**config.mk**
```make
export PLATFORM = sky130hd
export DESIGN_NAME = rally_flow_ctrl
export DESIGN_NICKNAME = d
export VERILOG_FILES = /design/src/rtl/rally_flow_ctrl_pkg.sv /design/src/rtl/rally_score_counter.sv /design/src/rtl/rally_flow_ctrl.sv
export SDC_FILE = /design/constraint.sdc
export NUM_CORES = 1
export LEC_CHECK = 0
export BUFFER_PORTS_ARGS = -buffer_cell sky130_fd_sc_hd__buf_4
export CAP_MARGIN = 20
export CORE_ASPECT_RATIO = 1.5
export CORE_UTILIZATION = 35
export CTS_CLUSTER_SIZE = 10
export DETAILED_ROUTE_END_ITERATION = 10
export GPL_ROUTABILITY_DRIVEN = 0
export PLACE_DENSITY_LB_ADDON = 0.1
export SLEW_MARGIN = 10
export SYNTH_ARGS = -nofsm -noshare
export SYNTH_HDL_FRONTEND = slang
export SYNTH_SLANG_ARGS = --single-unit
```
**constraint.sdc**
```tcl
create_clock -name clk -period 3.3 [get_ports clk]
set_clock_uncertainty 0.2 [all_clocks]
set_input_delay 0.165 -clock clk [delete_from_list [all_inputs] [get_ports clk]]
set_output_delay 0.165 -clock clk [all_outputs]
set_load 0.05 [all_outputs]
```
**src/rtl/rally_flow_ctrl_pkg.sv**
```systemverilog
// Shared match-flow definitions: game-state encoding seen by the ball stage,
// court geometry and side encoding.
package rally_flow_ctrl_pkg;

  typedef enum logic [1:0] {
    ST_START     = 2'd0,
    ST_WAIT_DROP = 2'd1,
    ST_IN_GAME   = 2'd2,
    ST_GAME_END  = 2'd3
  } game_state_e;

  localparam int VBUF_H  = 240;
  localparam int BALL_W  = 30;
  localparam int BALL_H  = 30;
  localparam int NET_X   = 160;
  localparam int NET_W   = 6;
  localparam int FLOOR_Y = VBUF_H - 20;

  localparam logic SIDE_PLAYER = 1'b0;
  localparam logic SIDE_NPC    = 1'b1;

endpackage

```
**src/rtl/rally_score_counter.sv**
```systemverilog
// One side's score: 4-bit counter with clear and increment, plus a flag that
// says the next increment reaches the winning score.
module rally_score_counter #(
  parameter int WIN_SCORE = 15
) (
  input  logic       clk,
  input  logic       reset_n,
  input  logic       clr_i,
  input  logic       inc_i,
  output logic [3:0] cnt_o,
  output logic       win_next_o
);

  logic [3:0] cnt_q, cnt_d;

  // Next count: clear takes priority over increment.
  always_comb begin
    cnt_d = cnt_q;
    if (clr_i)      cnt_d = '0;
    else if (inc_i) cnt_d = cnt_q + 4'd1;
  end

  // Score register, synchronous active-low reset.
  always_ff @(posedge clk) begin
    if (!reset_n) cnt_q <= '0;
    else          cnt_q <= cnt_d;
  end

  assign cnt_o      = cnt_q;
  // Computed at 5 bits so a WIN_SCORE of 15 compares without wrap.
  assign win_next_o = ({1'b0, cnt_q} + 5'd1) == 5'(WIN_SCORE);

endmodule

```
**src/rtl/rally_flow_ctrl.sv**
```systemverilog
// Match-flow controller: serve wait, landing detection, point award, score
// tracking and match end. All outputs come straight from registers.
module rally_flow_ctrl
  import rally_flow_ctrl_pkg::*;
#(
  parameter int WAIT_CYCLES = 50_000_000,
  parameter int ARM_CYCLES  = 2,
  parameter int WIN_SCORE   = 15
) (
  input  logic        clk,
  input  logic        reset_n,
  input  logic        start_btn,
  input  logic [11:0] Ball_X,
  input  logic [11:0] Ball_Y,
  output logic [1:0]  Game_state,
  output logic        who_win,
  output logic [3:0]  player_score,
  output logic [3:0]  npc_score,
  output logic        point_pulse,
  output logic        match_winner
);

  localparam int WAIT_W = (WAIT_CYCLES > 1) ? $clog2(WAIT_CYCLES) : 1;
  localparam int ARM_W  = (ARM_CYCLES > 0) ? $clog2(ARM_CYCLES + 1) : 1;

  game_state_e       state_q, state_d;
  logic [WAIT_W-1:0] wait_q, wait_d;
  logic [ARM_W-1:0]  arm_q, arm_d;
  logic              who_q, who_d;
  logic              win_q, win_d;
  logic              pulse_q, pulse_d;
  logic              start_q;

  logic        p_clr, p_inc, n_clr, n_inc;
  logic        p_win_next, n_win_next;
  logic [12:0] bottom, centre;
  logic        armed, landed, npc_half, start_rise;

  // Geometry is evaluated at 13 bits so large coordinates never wrap.
  assign bottom     = {1'b0, Ball_Y} + 13'(BALL_H);
  assign centre     = {1'b0, Ball_X} + 13'(BALL_W / 2);
  assign npc_half   = centre < 13'(NET_X + NET_W / 2);
  assign armed      = (arm_q == ARM_W'(ARM_CYCLES));
  assign landed     = armed && (bottom >= 13'(FLOOR_Y));
  assign start_rise = start_btn & ~start_q;

  rally_score_counter #(.WIN_SCORE(WIN_SCORE)) u_player (
    .clk        (clk),
    .reset_n    (reset_n),
    .clr_i      (p_clr),
    .inc_i      (p_inc),
    .cnt_o      (player_score),
    .win_next_o (p_win_next)
  );

  rally_score_counter #(.WIN_SCORE(WIN_SCORE)) u_npc (
    .clk        (clk),
    .reset_n    (reset_n),
    .clr_i      (n_clr),
    .inc_i      (n_inc),
    .cnt_o      (npc_score),
    .win_next_o (n_win_next)
  );

  // Next-state and point logic; a landing leaves IN_GAME in the same cycle,
  // so a held landing can only ever score once.
  always_comb begin
    state_d = state_q;
    wait_d  = wait_q;
    arm_d   = arm_q;
    who_d   = who_q;
    win_d   = win_q;
    pulse_d = 1'b0;
    p_clr   = 1'b0;
    p_inc   = 1'b0;
    n_clr   = 1'b0;
    n_inc   = 1'b0;
    case (state_q)
      ST_START, ST_GAME_END: begin
        if (start_rise) begin
          state_d = ST_WAIT_DROP;
          wait_d  = '0;
          who_d   = SIDE_PLAYER;
          p_clr   = 1'b1;
          n_clr   = 1'b1;
        end
      end
      ST_WAIT_DROP: begin
        if (wait_q == WAIT_W'(WAIT_CYCLES - 1)) begin
          state_d = ST_IN_GAME;
          wait_d  = '0;
          arm_d   = '0;
        end else begin
          wait_d = wait_q + 1'b1;
        end
      end
      ST_IN_GAME: begin
        if (!armed) arm_d = arm_q + 1'b1;
        if (landed) begin
          pulse_d = 1'b1;
          if (npc_half) begin
            p_inc = 1'b1;
            who_d = SIDE_PLAYER;
          end else begin
            n_inc = 1'b1;
            who_d = SIDE_NPC;
          end
          if (npc_half ? p_win_next : n_win_next) begin
            state_d = ST_GAME_END;
            win_d   = npc_half ? SIDE_PLAYER : SIDE_NPC;
          end else begin
            state_d = ST_WAIT_DROP;
            wait_d  = '0;
          end
        end
      end
      default: state_d = ST_START;
    endcase
  end

  // State and output registers; start_q resets high so a button held
  // through reset does not register as a press.
  always_ff @(posedge clk) begin
    if (!reset_n) begin
      state_q <= ST_START;
      wait_q  <= '0;
      arm_q   <= '0;
      who_q   <= SIDE_PLAYER;
      win_q   <= SIDE_PLAYER;
      pulse_q <= 1'b0;
      start_q <= 1'b1;
    end else begin
      state_q <= state_d;
      wait_q  <= wait_d;
      arm_q   <= arm_d;
      who_q   <= who_d;
      win_q   <= win_d;
      pulse_q <= pulse_d;
      start_q <= start_btn;
    end
  end

  assign Game_state   = state_q;
  assign who_win      = who_q;
  assign point_pulse  = pulse_q;
  assign match_winner = win_q;

endmodule

```
# == Yosys cells after proc, flatten, opt, wreduce, memory -nomap -nowiden ==
# Index checks and enable logic that the tools add are counted.
# classes
n_reduce_logical,12
n_bitwise,3
magnitude_cmp,2
n_addsub,8
n_mux,26
eq_ne,12
# ops
cell,n
26-bit 2-to-1 mux,4
26-bit one-hot mux with 3 select lines,1
26-bit by 1-bit adder with 26-bit output (second input constant),1
26-bit == test (second input constant),1
3-bit AND reduction,5
12-bit by 4-bit adder with 13-bit output (second input constant),1
12-bit by 5-bit adder with 13-bit output (second input constant),1
13-bit by 8-bit greater-or-equal comparator with 1-bit output (second input constant),1
13-bit by 8-bit less-than comparator with 1-bit output (second input constant),1
1-bit 2-to-1 mux,12
2-bit 2-to-1 mux,6
4-bit by 1-bit adder with 5-bit output (second input constant),2
5-bit by 4-bit == test with 1-bit output (second input constant),2
2-bit inequality test (second input constant),5
4-bit by 1-bit adder with 4-bit output (second input constant),2
2-bit == test (second input constant),3
2-bit one-hot mux with 3 select lines,1
2-bit one-hot mux with 2 select lines,1
2-bit nonzero test,2
2-bit OR reduction,2
2-bit by 1-bit adder with 2-bit output (second input constant),1
2-bit by 1-bit == test with 1-bit output (second input constant),1
2-bit zero test,1
1-bit NOT,2
other kinds (4),4
# word_totals
wordCells,72
output_inout_bits,13
regBits,42
input_bits,27

# == Logic depth before layout (Yosys ltp) ==
# logic_depth
ltp_word,6
ltp_mapped,12

# == Hierarchy ==
# From an unflattened synthesis, not the netlist that was laid out.
# unflattened
hier_cells,435
area_unflattened_um2,3315.7
# by_module_without_submodules
mod,instances,area_per_inst_um2,seq_area_each_um2,cells_each
rally_flow_ctrl,1,2900.3,680.7,389
rally_score_counter,2,207.7,80.1,23

# == Worst setup path after synthesis ==
# Ideal clock, no wire load.
# synth_path
kind,reg2reg
startpoint,register state_q[0] (netlist: Game_state[0])
endpoint,register wait_q[12]
slack_ns,0.376
setup_ns,0.074
path_stages_with_launch,10
arrival_time_ns,2.650
path_cell_list,dfxtp_1 inv_1 ha_1 and2_1 a21oi_1 nand2_1 or4b_4 buf_6 or4_1 o21ai_0
# synth_via
elab_chain_cells,4
# synth_rtl
item,line_no,text
"start, declared",rally_flow_ctrl.sv:26,"game_state_e state_q, state_d;"
"start signal, assigned",rally_flow_ctrl.sv:133,state_q <= state_d;
2-bit == test or 2-bit zero test (tied branches),rally_flow_ctrl.sv:78,case (state_q)
2-bit OR reduction,rally_flow_ctrl.sv:78,
2-bit inequality test (no line),--,
3-bit AND reduction (no line),--,
"end signal, assigned",rally_flow_ctrl.sv:134,wait_q <= wait_d;
"end, declared",rally_flow_ctrl.sv:27,"logic [WAIT_W-1:0] wait_q, wait_d;"
# Several ways; a longest one is shown, not always the timed one.
# A chain may end at the register's enable or synchronous reset.

# == Final worst setup path ==
# layout_path
startpoint,input port Ball_X[0]
endpoint,register wait_q[24]
# layout_via
elab_chain_cells,5
# layout_rtl
item,line_no,text
"start, declared",rally_flow_ctrl.sv:13,"input logic [11:0] Ball_X,"
12-bit by 4-bit adder with 13-bit output,rally_flow_ctrl.sv:41,"assign centre = {1'b0, Ball_X} + 13'(BALL_W / 2);"
13-bit by 8-bit less-than comparator with 1-bit output,rally_flow_ctrl.sv:42,assign npc_half = centre < 13'(NET_X + NET_W / 2);
1-bit 2-to-1 mux,rally_flow_ctrl.sv:108,if (npc_half ? p_win_next : n_win_next) begin
2-bit inequality test (no line),--,
3-bit AND reduction (no line),--,
# No other way between the ends.

==> impl_metrics.tcl <==
set metrics [dict create \
    io_pins 40 \
    htreeDepth 2 \
    cts_tree "yes" \
    cp_slowest_stage_delay_ps 610 \
    power_density_nw_per_um2 383 \
    die_x_um 72.8 \
    initial_core_util_pct 36.2 \
    synth_top_area_cell "dfxtp_1" \
    drtIter0Drc 106 \
    ys.flop_type "dfxtp_1" \
    root_buffer "clkbuf_8" \
    worstPathMaxFanout 19 \
    grt_max_degree 29 \
    num_antenna_cells 0 \
    crit_type "in2reg" \
    num_rows 38 \
    fin_cells 479 \
    worst_hold_path.num_cells 2 \
    ir_worst_vdd_mv 0.256 \
    fmax_mhz 333 \
    async_flop_share_pct 0 \
    hpwl_mm 4.98 \
    leakagePower_nw 1.15 \
    core_area_um2 7270 \
    dieArea_um2 7880 \
    hold_start "reset_n" \
    rr_worst_depth 9 \
    cts_setup_buffers 0 \
    finalSetupViolations 0 \
    maxCapViolCount 0 \
    io_buffers 38 \
    synthDistinctLibCells 55 \
    critPathRequiredTime_ps 3330 \
    ys_seq_elements 42 \
    yosys_warnings 0 \
    synth_top_area_share_pct 31.9 \
    critPathSlowestCell "or4b_4" \
    synth.avg_cell_area_um2 7.79 \
    syn-num-nets 374 \
    final.min_clock_period_ps 3000 \
    overflow 0 \
    cts_buffer_depth 2 \
    slew_viol_final 0 \
    antenna_found_initial 0 \
    maxSlewHeadroom_pct 56.1 \
    clk_latency_ps 290 \
    crit_start "Ball_X[0]" \
    finalNetCount 414 \
    die_h_um 108 \
    vias 2661 \
    crit_chain "buf_4 > inv_1 > ha_1 > nand2b_1 > a2111o_1 > a311oi_1 > o211ai_2 > o21ai_2 > or4b_4 > or4b_1 > a21oi_1" \
    hp-class "in2reg" \
    status "completed" \
    via_per_inst 5.56 \
    wl_mm 6.86 \
    drive_gt1_share_pct 16.6 \
    cts_sinks 42 \
    crit_arrival_ps 3030 \
    drc 0 \
    rsz0062_at_grt "no" \
    syn2layout_area_growth_pct 20.8 \
    cp.depth 11 \
    critPathBufInv 2 \
    worstMarginPinSlew_ps 654 \
    synthCells 338 \
    clk_pin_slew_ps 90 \
    syn_area_um2 2630 \
    min_period_over_period_pct 90.9 \
    tns_ps 0 \
    wl_per_cell_um 14.3 \
    finish.instance_area_um2 3180 \
    synth-edff-count 0 \
    synth.area.top_cells "dfxtp_1, o21ai_0, nor2_1, a21oi_1, ha_1" \
    grt_pass1_vias 2603 \
    grt_pass1_wl_mm 11.8 \
    dp_cells 470 \
    cpLargestDelayFamily "simple AND/OR/NAND/NOR gates" \
    synth-seq-area-share_pct 31.9 \
    r2r_start "wait_q[0]$_SDFFE_PN0P_" \
    worstSetupStartpointType "primary input" \
    placed_area_um2 3060 \
    rrSetupSlack_ps 370 \
    drt_pass1_iterations 4 \
    cts_inserted_buffers 5 \
    hold_viol_final 0 \
    drtAntennaViolNets 0 \
    grt_use_total_pct 18.7 \
    endpoint_kind "register" \
]
-- metal layers --
metal  track usage, %  wire length, µm  part of all wire (%)  vias up
met5                0                0                     0        -
met4             6.30              123                   1.8        0
met3             3.08              178                   2.6       12
met2             34.8             3680                    54       49
met1             21.1             2880                    42     1261
li1                 -                -                     -     1339
-- logic make-up (layout without fill, tap and decap cells) --
kind of cell | after synthesis | after routing | share of synthesized area (%)
adder cells (fa/ha/maj) | 9 | 9 | 4.28
AND/OR/NAND/NOR | 144 | 144 | 30.5
AO/OA/AOI/OAI | 102 | 102 | 25.2
buffers and inverters | 32 | 73 | 4.94
multiplexers | 2 | 2 | 0.760
flip-flops | 42 | 42 | 31.9
XOR/XNOR | 7 | 7 | 2.33
-- repair_timing --
| item | in CTS | in global routing |
|---|---|---|
| hold buffers | 1 | 0 |
| endpoints found under the setup margin | 0 | 0 |
| resized for setup | 0 | 0 |
| hold endpoints to repair | 1 | 0 |
-- final timing paths --
| kind | end |
|---|---|
| setup / recovery | wait_q[24]$_SDFFE_PN0P_ |
| hold / removal | start_q$_SDFF_PN1_ |
| setup reg to reg | wait_q[24]$_SDFFE_PN0P_ |
| hold reg to reg | wait_q[25]$_SDFFE_PN0P_ |
-- Yosys cell counts (2+ instances only) --
cell type and count:
nand4_1 2, o31ai_1 5, dfxtp_1 42, clkbuf_1 11, o211ai_1 13, o41ai_1 3
or3_1 3, or2_2 3, mux2i_1 2, nor2b_1 3, o41a_1 2, a31oi_1 7
nand4b_1 6, o32ai_1 3, and2_1 7, a21oi_1 24, nor2_1 35, ha_1 9
or4_1 4, nor4_1 4, nand2b_1 6, nand3_1 19, a22oi_1 2, nand2_1 20
o21bai_1 2, nand4bb_1 2, nand3b_1 5, inv_1 18, o21ai_0 27, and3_1 8
o2111ai_1 2, nor3_1 6, or3b_1 5, xnor2_1 5, buf_2 2, xor2_1 2
-- layout make-up --
cell class                 count  area (µm²)
tap                          100         125
timing repair buffer          47         368
multi-input combinational    264        1670
clock buffer                   5        68.8
sequential                    42         841
inverter                      18        67.6
fill                         750        4100
clock inverter                 3        40.0
-- worst reg2reg max path, delay by kind of cell (launching register included) --
kind	cells	cell delay, ps
and+or+nand+nor	7	1920
adders and majority gates	1	210
AOI/OAI and AO/OA	1	150
DFF	1	390
-- report_power, final --
part | internal (mW) | switching [mW]
Clock | 0.223 | 0.189
Sequential | 0.512 | 0.00609
Combinational | 0.114 | 0.175
-- flip-flops by register name, summed over array words and instances, names as in the netlist --
name and cells:
u_npc.cnt_o 4, point_pulse 1, wait_q 26, start_q 1, arm_q 2, Game_state 2, match_winner 1, u_player.cnt_o 4
who_win 1
-- layout by cell type, fill, tap and decap left out, types with 3 or more instances in the layout --
master and count:
a21oi_1 24, a31oi_1 7, and2_1 7, and3_1 8, buf_4 45, clkbuf_8 5
dfxtp_1 42, ha_1 9, inv_1 18, nand2_1 20, nand2b_1 6, nand3_1 19
nand3b_1 5, nand4b_1 6, nor2_1 35, nor2b_1 3, nor3_1 6, nor4_1 4
o211ai_1 13, o21ai_0 27, o31ai_1 5, o32ai_1 3, or2_2 3, or3_1 3
or3b_1 5, or4_1 4, xnor2_1 5
-- through the flow --
| step | hold WS, ps | total power [mW] | setup WS, ps | utilization, % |
|---|---|---|---|---|
| 4_1_cts | 4.34 | 1.24 | 307 | 43.7 |
| 5_1_grt | 11.6 | 1.29 | 151 | 43.7 |
| 3_5_place_dp | 177 | 0.818 | 0.0411 | 42.1 |
| 2_1_floorplan | 66.5 | 0.707 | 376 | - |
| 6_report | 9.57 | 1.22 | 300 | 43.7 |
| 3_3_place_gp | 159 | 0.815 | 36.0 | 42.1 |
(Power assumes the default switching activity.)
